`src/rtl/gate_bist_ctrl_pkg.sv`:
```
// Shared encodings for the universal-gate BIST sequencer: expected-function
// selects, FSM states and a busy-state decode.
package gate_bist_ctrl_pkg;

   localparam logic [1:0] OP_NAND = 2'b00;
   localparam logic [1:0] OP_NOR  = 2'b01;
   localparam logic [1:0] OP_AND  = 2'b10;
   localparam logic [1:0] OP_OR   = 2'b11;

   typedef enum logic [2:0] {
      ST_IDLE   = 3'd0,
      ST_APPLY  = 3'd1,
      ST_SETTLE = 3'd2,
      ST_SAMPLE = 3'd3,
      ST_DONE   = 3'd4
   } state_t;

   function automatic logic is_busy(input state_t s);
      return (s == ST_APPLY) || (s == ST_SETTLE) || (s == ST_SAMPLE);
   endfunction

endpackage

```
`src/rtl/gate_bist_ctrl_golden.sv`:
```
// Golden reference for the gate under test: maps the latched function select
// and the applied vector to the bit the gate should produce.
module gate_golden
   import gate_bist_ctrl_pkg::*;
(
   input  logic [1:0] op,
   input  logic       a,
   input  logic       b,
   output logic       expected
);

   always_comb begin
      case (op)
         OP_NAND: expected = ~(a & b);
         OP_NOR:  expected = ~(a | b);
         OP_AND:  expected = a & b;
         OP_OR:   expected = a | b;
         default: expected = 1'b0;
      endcase
   end

endmodule

```
`src/rtl/gate_bist_ctrl.sv`:
```
// Exhaustive-vector BIST sequencer for one 2-input universal gate: applies
// 00..11, waits a settle interval, samples and scores against the golden gate.
module gate_bist_ctrl
   import gate_bist_ctrl_pkg::*;
#(
   parameter int SETTLE_CYCLES = 2,
   parameter int LOOPS         = 1,
   parameter int ERR_W         = 8
) (
   input  logic             clk,
   input  logic             rst,
   input  logic             start,
   input  logic             abort,
   input  logic [1:0]       op_sel,
   input  logic             dut_out,
   output logic             inp1,
   output logic             inp2,
   output logic             busy,
   output logic             done,
   output logic             pass,
   output logic [3:0]       fail_vec,
   output logic [ERR_W-1:0] err_count
);

   localparam int CNT_W  = (SETTLE_CYCLES > 1) ? $clog2(SETTLE_CYCLES) : 1;
   localparam int LOOP_W = (LOOPS > 1) ? $clog2(LOOPS) : 1;
   localparam logic [CNT_W-1:0]  SETTLE_LOAD = CNT_W'((SETTLE_CYCLES > 0) ? SETTLE_CYCLES - 1 : 0);
   localparam logic [LOOP_W-1:0] LOOP_LAST   = LOOP_W'(LOOPS - 1);

   state_t            state_q, state_d;
   logic [1:0]        op_q, op_d;
   logic [1:0]        vec_q, vec_d;
   logic [LOOP_W-1:0] loop_q, loop_d;
   logic [CNT_W-1:0]  cnt_q, cnt_d;
   logic [1:0]        inp_q, inp_d;
   logic              busy_q, busy_d;
   logic              done_q, done_d;
   logic              pass_q, pass_d;
   logic [3:0]        fail_q, fail_d;
   logic [ERR_W-1:0]  err_q, err_d;
   logic              expected_s;

   gate_golden u_golden (
      .op       (op_q),
      .a        (inp_q[1]),
      .b        (inp_q[0]),
      .expected (expected_s)
   );

   always_ff @(posedge clk) begin
      if (rst) begin
         state_q <= ST_IDLE;
         op_q    <= 2'b00;
         vec_q   <= 2'b00;
         loop_q  <= '0;
         cnt_q   <= '0;
         inp_q   <= 2'b00;
         busy_q  <= 1'b0;
         done_q  <= 1'b0;
         pass_q  <= 1'b0;
         fail_q  <= 4'b0000;
         err_q   <= '0;
      end else begin
         state_q <= state_d;
         op_q    <= op_d;
         vec_q   <= vec_d;
         loop_q  <= loop_d;
         cnt_q   <= cnt_d;
         inp_q   <= inp_d;
         busy_q  <= busy_d;
         done_q  <= done_d;
         pass_q  <= pass_d;
         fail_q  <= fail_d;
         err_q   <= err_d;
      end
   end

   // Abort outranks every busy-state transition, including the SAMPLE exit.
   always_comb begin
      state_d = state_q;
      case (state_q)
         ST_IDLE: begin
            if (start) state_d = ST_APPLY;
            else       state_d = ST_IDLE;
         end
         ST_APPLY: begin
            if (abort)                   state_d = ST_IDLE;
            else if (SETTLE_CYCLES == 0) state_d = ST_SAMPLE;
            else                         state_d = ST_SETTLE;
         end
         ST_SETTLE: begin
            if (abort)                state_d = ST_IDLE;
            else if (cnt_q == '0)     state_d = ST_SAMPLE;
            else                      state_d = ST_SETTLE;
         end
         ST_SAMPLE: begin
            if (abort)                                        state_d = ST_IDLE;
            else if ((vec_q == 2'd3) && (loop_q == LOOP_LAST)) state_d = ST_DONE;
            else                                              state_d = ST_APPLY;
         end
         ST_DONE: state_d = ST_IDLE;
         default: state_d = ST_IDLE;
      endcase
   end

   // Outputs are computed from the next state so every port comes straight off a flop.
   always_comb begin
      op_d   = op_q;
      vec_d  = vec_q;
      loop_d = loop_q;
      cnt_d  = cnt_q;
      pass_d = pass_q;
      fail_d = fail_q;
      err_d  = err_q;
      case (state_q)
         ST_IDLE: begin
            if (start) begin
               op_d   = op_sel;
               vec_d  = 2'b00;
               loop_d = '0;
               pass_d = 1'b0;
               fail_d = 4'b0000;
               err_d  = '0;
            end else begin
               op_d = op_q;
            end
         end
         ST_APPLY:  cnt_d = SETTLE_LOAD;
         ST_SETTLE: begin
            if (cnt_q != '0) cnt_d = cnt_q - CNT_W'(1);
            else             cnt_d = cnt_q;
         end
         ST_SAMPLE: begin
            if (!abort) begin
               if (dut_out != expected_s) begin
                  fail_d[vec_q] = 1'b1;
                  if (err_q != '1) err_d = err_q + ERR_W'(1);
                  else             err_d = err_q;
               end else begin
                  err_d = err_q;
               end
               vec_d = vec_q + 2'd1;
               if (vec_q == 2'd3) loop_d = loop_q + LOOP_W'(1);
               else               loop_d = loop_q;
            end else begin
               vec_d = vec_q;
            end
         end
         default: ;
      endcase
      if (is_busy(state_q) && abort) pass_d = 1'b0;
      else if (state_d == ST_DONE)   pass_d = (fail_d == 4'b0000);
      else                           pass_d = pass_d;
      busy_d = is_busy(state_d);
      done_d = (state_d == ST_DONE);
      inp_d  = busy_d ? vec_d : 2'b00;
   end

   assign inp1      = inp_q[1];
   assign inp2      = inp_q[0];
   assign busy      = busy_q;
   assign done      = done_q;
   assign pass      = pass_q;
   assign fail_vec  = fail_q;
   assign err_count = err_q;

endmodule

```
`config.mk`:
```
export PLATFORM = sky130hd
export DESIGN_NAME = gate_bist_ctrl
export DESIGN_NICKNAME = d
export VERILOG_FILES = /design/src/rtl/gate_bist_ctrl_pkg.sv /design/src/rtl/gate_bist_ctrl_golden.sv /design/src/rtl/gate_bist_ctrl.sv
export SDC_FILE = /design/constraint.sdc
export NUM_CORES = 1
export LEC_CHECK = 0
export CAP_MARGIN = 20
export CORE_UTILIZATION = 60
export DETAILED_ROUTE_END_ITERATION = 16
export DONT_BUFFER_PORTS = 1
export PLACE_DENSITY = 0.76
export SLEW_MARGIN = 25
export SYNTH_ARGS = -nofsm -noshare
export SYNTH_HDL_FRONTEND = slang
export SYNTH_HIERARCHICAL = 1
export SYNTH_SLANG_ARGS = --single-unit
export TNS_END_PERCENT = 50
```
`constraint.sdc`:
```
create_clock -name clk -period 2.17 [get_ports clk]
set_clock_uncertainty 0.1 [all_clocks]
set_input_delay 0.1085 -clock clk [delete_from_list [all_inputs] [get_ports clk]]
set_output_delay 0.1085 -clock clk [all_outputs]
set_load 0.05 [all_outputs]
```
Word level (Yosys, flattened, before mapping)
Cells that the tools add are included.

operators by class
  bitwise gates (word level) = 7
  shift operators = 0
  multipliers = 0
  add/sub/neg operators = 4
  equal/unequal tests = 18
  mux-type cells = 30
  reduce and logical (&&, ||, !) cells = 20
  $lt $le $gt $ge = 2
  div/mod/pow operators = 0

operators with widths
  kind                                                 number
  2-to-1 mux 8 bit                                     4
  case mux 8 bit (2 select lines)                      1
  equality test 3 x 2 -> 1 bit, second input constant  4
  2-to-1 mux 4 bit                                     3
  case mux 3 bit (4 select lines)                      1
  != test 2 bit, second input constant                 5
  2-to-1 mux 1 bit                                     9
  adder 8 x 1 -> 8 bit, second input constant          1
  2-to-1 mux 2 bit                                     4
  != test 8 bit, second input constant                 1
  case mux 4 bit (2 select lines)                      1
  nonzero test 2 bit                                   4
  equality test 2 bit, second input constant           3
  equality test 3 x 1 -> 1 bit, second input constant  2
  2-to-1 mux 3 bit                                     2
  AND reduction 5 bit                                  1
  zero test 4 bit                                      1
  logical OR 1 bit                                     4
  NOT 1 bit                                            4
  OR 4 bit                                             1
  case mux 1 bit (2 select lines)                      2
  case mux 1 bit (4 select lines)                      1
  case mux 2 bit (2 select lines)                      1
  AND reduction 2 bit                                  2
  other kinds (16)                                     19

word-level totals
  bits in read-only memories = 0
  memory bits (writable) = 0
  output and inout bits = 17
  bits of input ports = 7
  word-level logic and storage cells = 92
  memories = 0
  bits in latches = 0
  bits in registers = 26

Depth between registers and ports, before layout
Gate-level depths: netlist of run 1.

  word-level depth = 10
  mapped depth = 6

Modules after synthesis
The synthesis of run 1 kept the hierarchy.

modules (own cells, without submodules)
  module          sequential area each (um^2)  cells each  times used  area each (um^2)
  gate_bist_ctrl  520.5                        147         1           1273.7
  gate_golden     0.0                          2           1           20.0

Worst setup path before layout of run 1
OpenSTA, ideal clock, no wires.

  kind = reg-to-reg
  start point = reg inp_q[0]
  end point = reg err_q[5], in the netlist err_count[5]
  path buffers = 0
  data arrival time = 2.025 ns
  slack = -0.027 ns
  data required time = 1.998 ns
  stages on the path, launching flop included = 7
  path through = dfxtp_1 -> maj3_2 -> xnor2_1 -> xnor2_1 -> a41o_1 -> a2111oi_2 -> mux2i_1

between the ends
  longest elaborated chain between the ends = 6
  elaborated cells between the ends (all ways) = 8

RTL lines
  what                                                  line                                                      source
  start, declared                                       gate_bist_ctrl.sv:35                                      logic [1:0] inp_q, inp_d;
  start signal, assigned                                gate_bist_ctrl.sv:69                                      inp_q <= inp_d;
  OR 1 bit / bitwise AND 1 bit (equally long branches)  n/a
  NOT 1 bit, on equally long branches                   gate_bist_ctrl_golden.sv:15, gate_bist_ctrl_golden.sv:14
  case mux 1 bit (4 select lines) *                     gate_bist_ctrl_golden.sv:13                               case (op)
  net expected_s                                        gate_bist_ctrl.sv:41                                      logic expected_s;
  != test 1 bit *                                       gate_bist_ctrl.sv:135                                     if (dut_out != expected_s) begin
  != test 2 bit (no source line) *                      n/a
  AND reduction 5 bit (no source line) *                n/a
  end signal, assigned                                  gate_bist_ctrl.sv:74                                      err_q <= err_d;
  end, declared                                         gate_bist_ctrl.sv:40                                      logic [ERR_W-1:0] err_q, err_d;

Mark *: on every way through the listed nets, which the timed path passes. The rest lies on a longest branch.
A chain may end at the register's enable or synchronous reset.

Worst setup path after layout of run 1
  start point = reg op_q[0]
  end point = reg err_q[7], in the netlist err_count[7]

between the ends
  longest elaborated chain between the ends = 5
  elaborated cells between the ends (all ways) = 8

RTL lines
  what                                               line                         source
  start, declared                                    gate_bist_ctrl.sv:31         logic [1:0] op_q, op_d;
  start signal, assigned                             gate_bist_ctrl.sv:65         op_q <= op_d;
  equality test 2 bit, or another cell as far along  gate_bist_ctrl_golden.sv:13
  case mux 1 bit (4 select lines) *                  gate_bist_ctrl_golden.sv:13
  net expected_s                                     gate_bist_ctrl.sv:41
  != test 1 bit *                                    gate_bist_ctrl.sv:135
  != test 2 bit (no source line) *                   n/a
  AND reduction 5 bit (no source line) *             n/a

Marked as above.

==> metrics, run 1 <==
commonest non-fill, non-tap cell in the layout=dfxtp_1; CP Cell Sequence=maj3_2 -> xnor2_2 -> xnor2_1 -> a41o_2 -> a2111oi_2 -> mux2i_1; DR iter-0 viols=24; I/O pin count=24; Initial Util=64.6%; Hold WC Path Type=in2reg; Worst Reg2Reg Path Length in Cells=6; Skew-Pair Late Insertion Delay=0.33 ns; TritonCTS Buffers=3; Max Used Layer=met4; DR WL met2=~1400 um; Metal-1 WL=1300 um; Final Util=around 75%; final hold vios=0; cell area after synthesis=roughly 1300 um2; antenna violations before repair=0; CTS H-tree depth=1; Leak=0.548 nW; Placer Congestion=0.822; Area Overhead vs Synth=16.5%; CTS sink count=26; Die W=around 48 um; Final Power=0.927 mW; WHS Path Cells=3; pin count of the biggest net entering global routing=28; die height=between 40 and 50 um; routed wl met3=148 um; layout cell share with drive strength beyond 1=15.5%; Tcrit/Tclk final=97.1%; Vias/cell=6.16; Cell Pwr Density=615 nW/um2; FMAX=about 470 MHz; CP arrival=about 2.3 ns; DRT Pass-1 Iters=4; CTS tree=done; CP max-delay cell=a2111oi_2; Clock Pin Slew Worst Setup and Hold Paths=0.14 ns; DRC Markers=0; crit-path max FO=5; Global Route Usage Sum=26.5%; core box area=2000 um2; final hold slack=0.0830 ns; status=completed; first-pass GRT wire length=about 4900 um; syn_area_per_cell=8.68 um2; GRT overflow=0; max-cap violations=0; synth unique cells=37; worst relative slew slack=36.5%; DP Worst Slack=0.0714 ns; Synth Net Count=161; n_diodes=0; Filler cells=156; Ys Warns=6; remaining antenna violation count=0; synthesis-stage register bit count=26; Worst-Margin Slew=0.949 ns; Rows=16; Routed wire per std cell=15.2 um; Max Slew Vio Count=0; Detail Placement HPWL=1900 um; Slowest Stage Delay on Critical Path=0.40 ns; most frequent cells in the layout=24 x dfxtp_1, 18 x nor2_1, 15 x nand2_1; Final Setup Violations=0; DIE AREA=approximately 2300 um2; maximum buffer depth of the clock tree=2; nets@finish=174; post-route minimum period=2.11 ns; Seq/Total Area, Yosys=between 40% and 50%; vias in the first global route=1,138; kind of critical path=reg2reg; RSZ-0062 raised after global routing=no; clock root buffer=clkbuf_4; Critical Path Start Type=flip-flop; worst path required time=2.34 ns; Final Worst Setup Slack=0.0625 ns; final wirelength=roughly 2900 um; final setup TNS=0 ns; DR vias=1,159; element type at the critical path end=flip-flop; Port Buffers=0; synthesized instance count=149; maximum VDD drop=0.412 mV
[cells in the mapped netlist]
cell | instances | share of area (%)
mux2i_1 | 6 | 4.6
nor3_1 | 1 | 0.39
ha_1 | 5 | 4.8
inv_1 | 6 | 1.7
o21bai_1 | 2 | 1.2
o21ai_1 | 2 | 0.77
dfxtp_1 | 26 | 40
or4_1 | 2 | 1.2
nand2b_1 | 3 | 1.5
maj3_2 | 1 | 0.87
a211o_1 | 2 | 1.4
buf_4 | 1 | 0.58
nand4bb_1 | 1 | 0.87
clkbuf_1 | 7 | 2.0
nand3_1 | 5 | 1.9
and4bb_1 | 1 | 0.97
a22oi_1 | 4 | 2.3
nor2b_1 | 1 | 0.48
nand2_1 | 15 | 4.4
nor3b_1 | 1 | 0.58
a21oi_1 | 8 | 3.1
a211oi_2 | 1 | 0.97
nor4_1 | 3 | 1.5
o22ai_1 | 1 | 0.48
a21boi_0 | 1 | 0.58
buf_2 | 1 | 0.39
o21ai_0 | 2 | 0.77
a211oi_1 | 4 | 2.3
xnor2_1 | 3 | 2.0
nand4b_1 | 1 | 0.68
a41o_1 | 1 | 0.77
a2111oi_2 | 2 | 2.3
nor2_2 | 1 | 0.48
nor2_1 | 18 | 5.2
and4_1 | 1 | 0.68
nor4b_2 | 1 | 1.2
or3_1 | 8 | 3.9
[final cells by class]
| type | instances | area (um2) | area share (%) |
|---|---|---|---|
| Sequential cell | 26 | 523 | 34.7 |
| Timing Repair Buffer | 16 | 133 | 8.80 |
| Inverter | 6 | 22.5 | 1.49 |
| Multi-Input combinational cell | 109 | 743 | 49.3 |
| Clock buffer | 3 | 22.5 | 1.49 |
| Tap cell | 27 | 33.8 | 2.24 |
| Clock inverter | 1 | 30.0 | 1.99 |
[through the flow]
stage | instances | area [um2]
2_1_floorplan | 149 | 1300
3_3_place_gp | 178 | 1370
3_5_place_dp | 178 | 1370
4_1_cts | 187 | 1480
5_1_grt | 188 | 1510
6_report | 188 | 1510
[path summary, 6_finish.rpt]
| kind | startpoint | endpoint | slack, ns |
|---|---|---|---|
| min reg2reg | op_q[0]$_SDFFE_PP0P_ | op_q[0]$_SDFFE_PP0P_ | 0.40 |
| max | op_q[0]$_SDFFE_PP0P_ | err_count[7]$_SDFFE_PP0P_ | 0.06 |
| max reg2reg | op_q[0]$_SDFFE_PP0P_ | err_count[7]$_SDFFE_PP0P_ | 0.06 |
| min | abort | state_q[2]$_SDFF_PP0_ | 0.08 |
[registers in the layout, indices dropped and copies added, names as in the netlist]
signal     flops
err_count      8
fail_vec       4
state_q        3
inp_q          2
op_q           2
vec_q          2
busy           1
cnt_q          1
done           1
loop_q         1
pass           1
[layer usage]
| layer | track usage (%) | vias up |
|---|---|---|
| met4 | 11.3 | 0 |
| li1 | - | 561 |
| met5 | 0 | - |
| met2 | 41.8 | 33 |
| met1 | 35.3 | 559 |
| met3 | 5.66 | 6 |
[power by group]
group / internal, mW / switching, mW / total [mW]
combinational: 0.0351 / 0.0520 / 0.0871
clock: 0.187 / 0.151 / 0.338
sequential: 0.486 / 0.0158 / 0.501
total: 0.708 / 0.219 / 0.927
[critical path, delay by kind of cell (launching register included)]
| kind | cells | cell delay, ns |
|---|---|---|
| AOI/OAI and AO/OA | 2 | 0.71 |
| DFF | 1 | 0.35 |
| xor gates and xnor gates | 2 | 0.32 |
| adders and majority gates | 1 | 0.33 |
| muxes | 1 | 0.23 |
[cells by family after synthesis]
family | Yosys count | synth area share (%)
AO/OA/AOI/OAI | 30 | 16.9
buffers and inverters | 15 | 4.74
multiplexers | 6 | 4.64
adder cells (fa/ha/maj) | 6 | 5.71
flip-flops | 26 | 40.2
XOR/XNOR | 3 | 2.03
AND/OR/NAND/NOR | 63 | 25.7
[what timing repair did]
action	in CTS	in global routing
gates resized for setup	0	3
hold buffers	5	0
setup endpoints to repair	0	3
setup buffers	0	0
hold endpoints to repair	26	0
No activity file was read; power rests on OpenSTA's default activity.
==> run 2, diff against run 1 <==
--- a/config.mk
+++ b/config.mk
@@ -6,10 +6,10 @@
 export NUM_CORES = 1
 export LEC_CHECK = 0
 export CAP_MARGIN = 20
-export CORE_UTILIZATION = 60
+export CORE_UTILIZATION = 61
 export DETAILED_ROUTE_END_ITERATION = 16
 export DONT_BUFFER_PORTS = 1
-export PLACE_DENSITY = 0.76
+export PLACE_DENSITY = 0.77
 export SLEW_MARGIN = 25
 export SYNTH_ARGS = -nofsm -noshare
 export SYNTH_HDL_FRONTEND = slang
==> metrics, run 2 (synthesized netlist as in run 1, its figures left out) <==
Tcrit/Tclk final=96.1% (-1.0 points); I/O pin count=24 (unchanged); commonest non-fill, non-tap cell in the layout=dfxtp_1; Worst Hold Endpoint=loop_q$_SDFFE_PP0P_; Clock Pin Slew Worst Setup and Hold Paths=0.13 ns (about the same); Detail Placement HPWL=2100 um (+11%); worst reg2reg endpoint=err_count[7]$_SDFFE_PP0P_; DR vias=1,151 (-0.69%); Port Buffers=0 (unchanged); Initial Util=65.3% (+0.65 points); CTS tree=done; remaining antenna violation count=0 (unchanged); max-cap violations=0 (unchanged); Worst Reg2Reg Path Length in Cells=6 (unchanged); final hold slack=0.0241 ns (-0.0588 ns); Area Overhead vs Synth=15.2%; antenna violations before repair=0 (unchanged); worst relative slew slack=39.3% (+2.7 points); vias in the first global route=1,019 (-10%); Max Slew Vio Count=0 (unchanged); core box area=1980 um2 (-1.0%); Vias/cell=6.16 (-0.16%); Worst-Margin Slew=0.908 ns (-0.0405 ns); RSZ-0062 raised after global routing=no; pin count of the biggest net entering global routing=28 (unchanged); Global Route Usage Sum=26.2% (-0.32 points); Hold WC Path Type=in2reg; status=completed; final setup TNS=0 ns (unchanged); GRT overflow=0 (unchanged); element type at the critical path end=flip-flop; Rows=16 (unchanged); die height=48.1 um (-0.78%); n_diodes=0 (unchanged); Final Setup Violations=0 (unchanged); post-CTS setup buffer count=0 (unchanged); Leak=0.534 nW (-2.6%); final hold vios=0 (unchanged); clock root buffer=clkbuf_4; hold wc startpoint=start; FF-to-FF setup slack=0.08 ns (+0.02 ns); Routed wire per std cell=16.0 um (+5.6%); TritonCTS Buffers=3 (unchanged); DRC Markers=0 (unchanged); worst path required time=2.32 ns (-0.02 ns); DIE AREA=2310 um2 (-1.6%); nets@finish=174 (unchanged); Critical Path Start Type=flip-flop; CTS H-tree depth=1 (unchanged); crit-path max FO=5 (unchanged); CTS sink count=26 (unchanged); final wirelength=3000 um (+5.0%); FMAX=479 MHz (+1.0%); maximum buffer depth of the clock tree=2 (unchanged); DR iter-0 viols=37 (+54%); layout cell share with drive strength beyond 1=15.0% (-0.53 points); Placer Congestion=0.758 (-7.9%); max reg flops=8 (unchanged); R2R Path Start=op_q[0]$_SDFFE_PP0P_; most frequent cells in the layout=24 x dfxtp_1, 18 x nor2_1, 15 x nand2_1; maximum VDD drop=0.408 mV (-1.0%); DRT Pass-1 Iters=4 (unchanged); Die W=48.1 um (-0.78%); WHS Path Cells=3 (unchanged); CP arrival=2.23 ns (-0.05 ns); Skew-Pair Late Insertion Delay=0.31 ns (-0.02 ns); post-route minimum period=2.09 ns (-0.0218 ns); Cell Pwr Density=529 nW/um2 (-14%); kind of critical path=reg2reg; first-pass GRT wire length=4200 um (-15%)
-- run 2: cell types whose count changed in the layout (fill, tap and decap cells not counted) --
cell       delta
a2111oi_4     +1
a2111oi_2     -1
bufinv_16     -1
-- run 2: worst max-delay path: stages, from the launching register on --
cell,delay (ns)
dfxtp_1,0.35
maj3_2,0.33
xnor2_2,0.15
xnor2_1,0.17
a41o_2,0.32
a2111oi_4,0.40
mux2i_1,0.22
-- run 2: how the worst max path moves through the flow --
stage | start | endpoint | cells after the start
6_report | op_q[0]$_SDFFE_PP0P_ | err_count[7]$_SDFFE_PP0P_ | 6
5_1_grt | op_q[0]$_SDFFE_PP0P_ | err_count[7]$_SDFFE_PP0P_ | 6
4_1_cts | op_q[0]$_SDFFE_PP0P_ | err_count[5]$_SDFFE_PP0P_ | 6
3_5_place_dp | op_q[0]$_SDFFE_PP0P_ | err_count[7]$_SDFFE_PP0P_ | 6
3_3_place_gp | op_q[0]$_SDFFE_PP0P_ | err_count[5]$_SDFFE_PP0P_ | 6
2_1_floorplan | inp_q[0]$_SDFF_PP0_ | err_count[5]$_SDFFE_PP0P_ | 6
-- run 2: repair_timing --
item | 4_1_cts | 5_1_grt
gates cloned | 0 | 1
setup endpoints to repair | 1 | 4
hold endpoints to repair | 26 | 0
resized for setup | 1 | 3
hold buffers | 5 | 0
-- run 2: cell type report --
type	count	area, um2
clock buffers	3	22.5
fillers	160	492
inverters	6	22.5
multi-input cells	109	756
flip-flops and latches	26	523
well taps	27	33.8
repair buffers	16	133
-- run 2: per-layer routing --
| metal | part of all wire [%] | track usage (%) | wire [um] | up-vias |
|---|---|---|---|---|
| li1 | - | - | - | 557 |
| met1 | 41 | 29.7 | 1240 | 555 |
| met2 | 53 | 45.9 | 1600 | 33 |
| met3 | 3.8 | 5.28 | 113 | 6 |
| met4 | 1.6 | 13.9 | 47 | 0 |
| met5 | 0 | 0 | 0 | - |
-- run 2: where the power goes --
part | internal [mW] | switching [mW]
combinational | 0.0353 | 0.0544
sequential | 0.485 | 0.0161
clock | 0.0648 | 0.132
-- run 2: metrics by stage --
stage                     setup slack (ns)  total power [mW]  utilization, %  std cells  instance area [um2]
after floorplan                      0.109             0.571               -        149                 1300
after global placement               0.170             0.574            69.3        178                 1370
after detailed placement            0.0206             0.578            69.3        178                 1370
after CTS                           0.0250             0.789            73.6        186                 1460
after global routing                0.0247             0.818            75.2        187                 1490
final                               0.0842             0.788            75.2        187                 1490
==> run 3, diff against run 2 <==
--- a/config.mk
+++ b/config.mk
@@ -5,11 +5,12 @@
 export SDC_FILE = /design/constraint.sdc
 export NUM_CORES = 1
 export LEC_CHECK = 0
+export ABC_AREA = 1
 export CAP_MARGIN = 20
-export CORE_UTILIZATION = 61
+export CORE_UTILIZATION = 55
 export DETAILED_ROUTE_END_ITERATION = 16
 export DONT_BUFFER_PORTS = 1
-export PLACE_DENSITY = 0.77
+export PLACE_DENSITY = 0.73
 export SLEW_MARGIN = 25
 export SYNTH_ARGS = -nofsm -noshare
 export SYNTH_HDL_FRONTEND = slang
==> constraint.sdc (replaced) <==
create_clock -name clk -period 1.9 [get_ports clk]
set_clock_uncertainty 0.1 [all_clocks]
set_input_delay 0.095 -clock clk [delete_from_list [all_inputs] [get_ports clk]]
set_output_delay 0.095 -clock clk [all_outputs]
set_load 0.05 [all_outputs]
==> metrics, run 3 <==
status=completed; CTS sink count=26 (unchanged); Vias/cell=5.08 (-17%); top cell type's share of synthesized area=37.7% (-2.6 points); final hold vios=0 (unchanged); CP max-delay cell=dfxtp_1; antenna violations before repair=0 (unchanged); CP Cell Sequence=nand2_1 -> nand2_2 -> nand2_1 -> nand2_1 -> nand2_1 -> nand2_1 -> inv_1 -> nor2_1 -> nand2_1 -> nand2_2 -> nand2_4 -> clkinv_4 -> nand2_1 -> nand2_1 -> nor2_1; pin count of the biggest net entering global routing=21 (-25%); kind of critical path=reg2reg; post-CTS setup buffer count=0 (unchanged); synth top area cells=dfxtp_1 38%, nand2_1 13%, nor2_1 7.6%, inv_1 6.0%, nand3_1 5.1%; maximum VDD drop=0.514 mV (+26%); Rows=17 (+1); TritonCTS Buffers=3 (unchanged); Die W=52.1 um (+8.4%); Leak=0.735 nW (+38%); register area=522 um2 (-0.24%); Final Util=69.9% (-5.3 points); Area Overhead vs Synth=16.3%; die height=52.1 um (+8.4%); Synth area leader=dfxtp_1; syn_area_per_cell=7.12 um2 (-18%); Filler cells=218 (+36%); n_diodes=0 (unchanged); Port Buffers=0 (unchanged); clock root buffer=clkbuf_4; post-route minimum period=1.62 ns (-0.463 ns); RSZ-0062 raised after global routing=no; I/O pin count=24 (unchanged); Final Setup Violations=0 (unchanged); Critical Path Most Common Cell=nand2_1; Clock Pin Slew Worst Setup and Hold Paths=0.14 ns (about the same); commonest non-fill, non-tap cell in the layout=nand2_1; Initial Util=60.1% (-5.1 points); first-pass GRT wire length=4680 um (+11%); synth unique cells=29 (-22%); DIE AREA=2720 um2 (+18%); CP arrival=1.75 ns (-0.48 ns); Critical Path Start Type=flip-flop; max reg flops=8 (unchanged); remaining antenna violation count=0 (unchanged); ys async rst share=0% (unchanged); Worst-Margin Slew=0.799 ns (-0.109 ns); DRC Markers=0 (unchanged); worst relative slew slack=46.6% (+7.3 points); GRT overflow=0 (unchanged); Routed wire per std cell=11.3 um (-29%); Seq/Total Area, Yosys=37.7% (-2.6 points); area of the multi-input gates=752 um2 (-0.50%); element type at the critical path end=flip-flop; Max Slew Vio Count=0 (unchanged); final wirelength=2770 um (-7.7%); EDFF count, synth=0 (unchanged); Main synth FF type=dfxtp_1; CTS H-tree depth=1 (unchanged); DR iter-0 viols=21 (-43%); FMAX=616 MHz (+29%); DR vias=1,240 (+7.7%); Ys Warns=6 (unchanged); max-cap violations=0 (unchanged); Placer Congestion=0.831 (+9.7%); Hold WC Path Type=in2reg; post-route insts no fill=244 (+30%); worst path required time=2.02 ns (-0.30 ns); synthesis-stage register bit count=26 (unchanged); maximum buffer depth of the clock tree=2 (unchanged); core box area=2300 um2 (+16%); Tcrit/Tclk final=85.4% (-11 points); CTS tree=done; nets@finish=229 (+32%); Synth Net Count=206 (+28%); most instantiated cells after synthesis=46 x nand2_1, 28 x nor2_1, 26 x dfxtp_1, 22 x inv_1, 14 x nand3_1; final instance area=1610 um2 (+7.8%); crit-path max FO=8 (+3); DRT Pass-1 Iters=4 (unchanged); Detail Placement HPWL=2090 um (-0.10%); most frequent cells in the layout=46 x nand2_1, 28 x nor2_1, 25 x dfxtp_1; Cell Pwr Density=614 nW/um2 (+16%); cell area after synthesis=1380 um2 (+6.8%); layout cell share with drive strength beyond 1=21.3% (+6.3 points); final setup TNS=0 ns (unchanged); Skew-Pair Late Insertion Delay=0.31 ns (about the same); synthesized instance count=194 (+30%); Global Route Usage Sum=23.0% (-3.3 points); Slowest Stage Delay on Critical Path=0.37 ns (-0.03 ns); most frequent cell after synthesis=nand2_1; placed insts=236 (+33%); area post-placement=1530 um2 (+11%); vias in the first global route=1,177 (+16%)
## run 3: timing repair
item                      CTS  global route
gates resized for setup     0             0
hold endpoints to repair   26             0
hold buffers                4             0
## run 3: kinds of logic after synthesis
group	Yosys count	synth area share, %
XOR/XNOR	2	1.27
AO/OA/AOI/OAI	25	11.6
AND/OR/NAND/NOR	109	37.0
buffers and inverters	27	7.88
flip-flops	26	37.7
adder cells (fa/ha/maj)	5	4.53
## run 3: final timing paths
check / end / start / cells after the start / slack [ns]
worst min register to register: op_q[0]$_SDFFE_PP0P_ / op_q[0]$_SDFFE_PP0P_ / 2 / 0.39
worst min-delay path: err_count[4]$_SDFFE_PP0P_ / start / 4 / 0.02
worst max register to register: err_count[1]$_SDFFE_PP0P_ / op_q[0]$_SDFFE_PP0P_ / 15 / 0.28
worst max-delay path: err_count[1]$_SDFFE_PP0P_ / op_q[0]$_SDFFE_PP0P_ / 15 / 0.28
## run 3: worst max-delay path, delay by kind of cell (launching register included)
kind          cells  cell delay [ns]
simple gates     13             0.92
flops             1             0.37
buf+inv           2             0.12
## run 3: routing by layer
layer | track usage, % | wire length [um] | vias up
li1 | - | - | 658
met1 | 27.5 | 1330 | 556
met2 | 40.4 | 1300 | 22
met3 | 4.68 | 108 | 4
met4 | 7.21 | 29 | 0
met5 | 0 | 0 | -
## run 3: area by class of cell
type / count / area share (%)
multi-input combinational: 141 / 46.8
timing repair buffer: 20 / 9.97
inverter: 25 / 6.31
clock buffer: 4 / 2.26
tap: 28 / 2.18
sequential: 26 / 32.5
## run 3: metrics by stage
step	setup WS, ns	hold slack (ns)	power (mW)
CTS	0.271	0.0153	0.999
detailed placement	0.294	0.0632	0.710
finish	0.278	0.0205	0.986
global route	0.0640	0.0250	1.04
floorplan	0.00713	0.138	0.687
global placement	0.321	0.0604	0.706
## run 3: power breakdown
part	switching (mW)	leakage (nW)	internal [mW]
combinational	0.0951	0.503	0.0441
clock	0.156	0.0210	0.117
sequential	0.0154	0.211	0.559
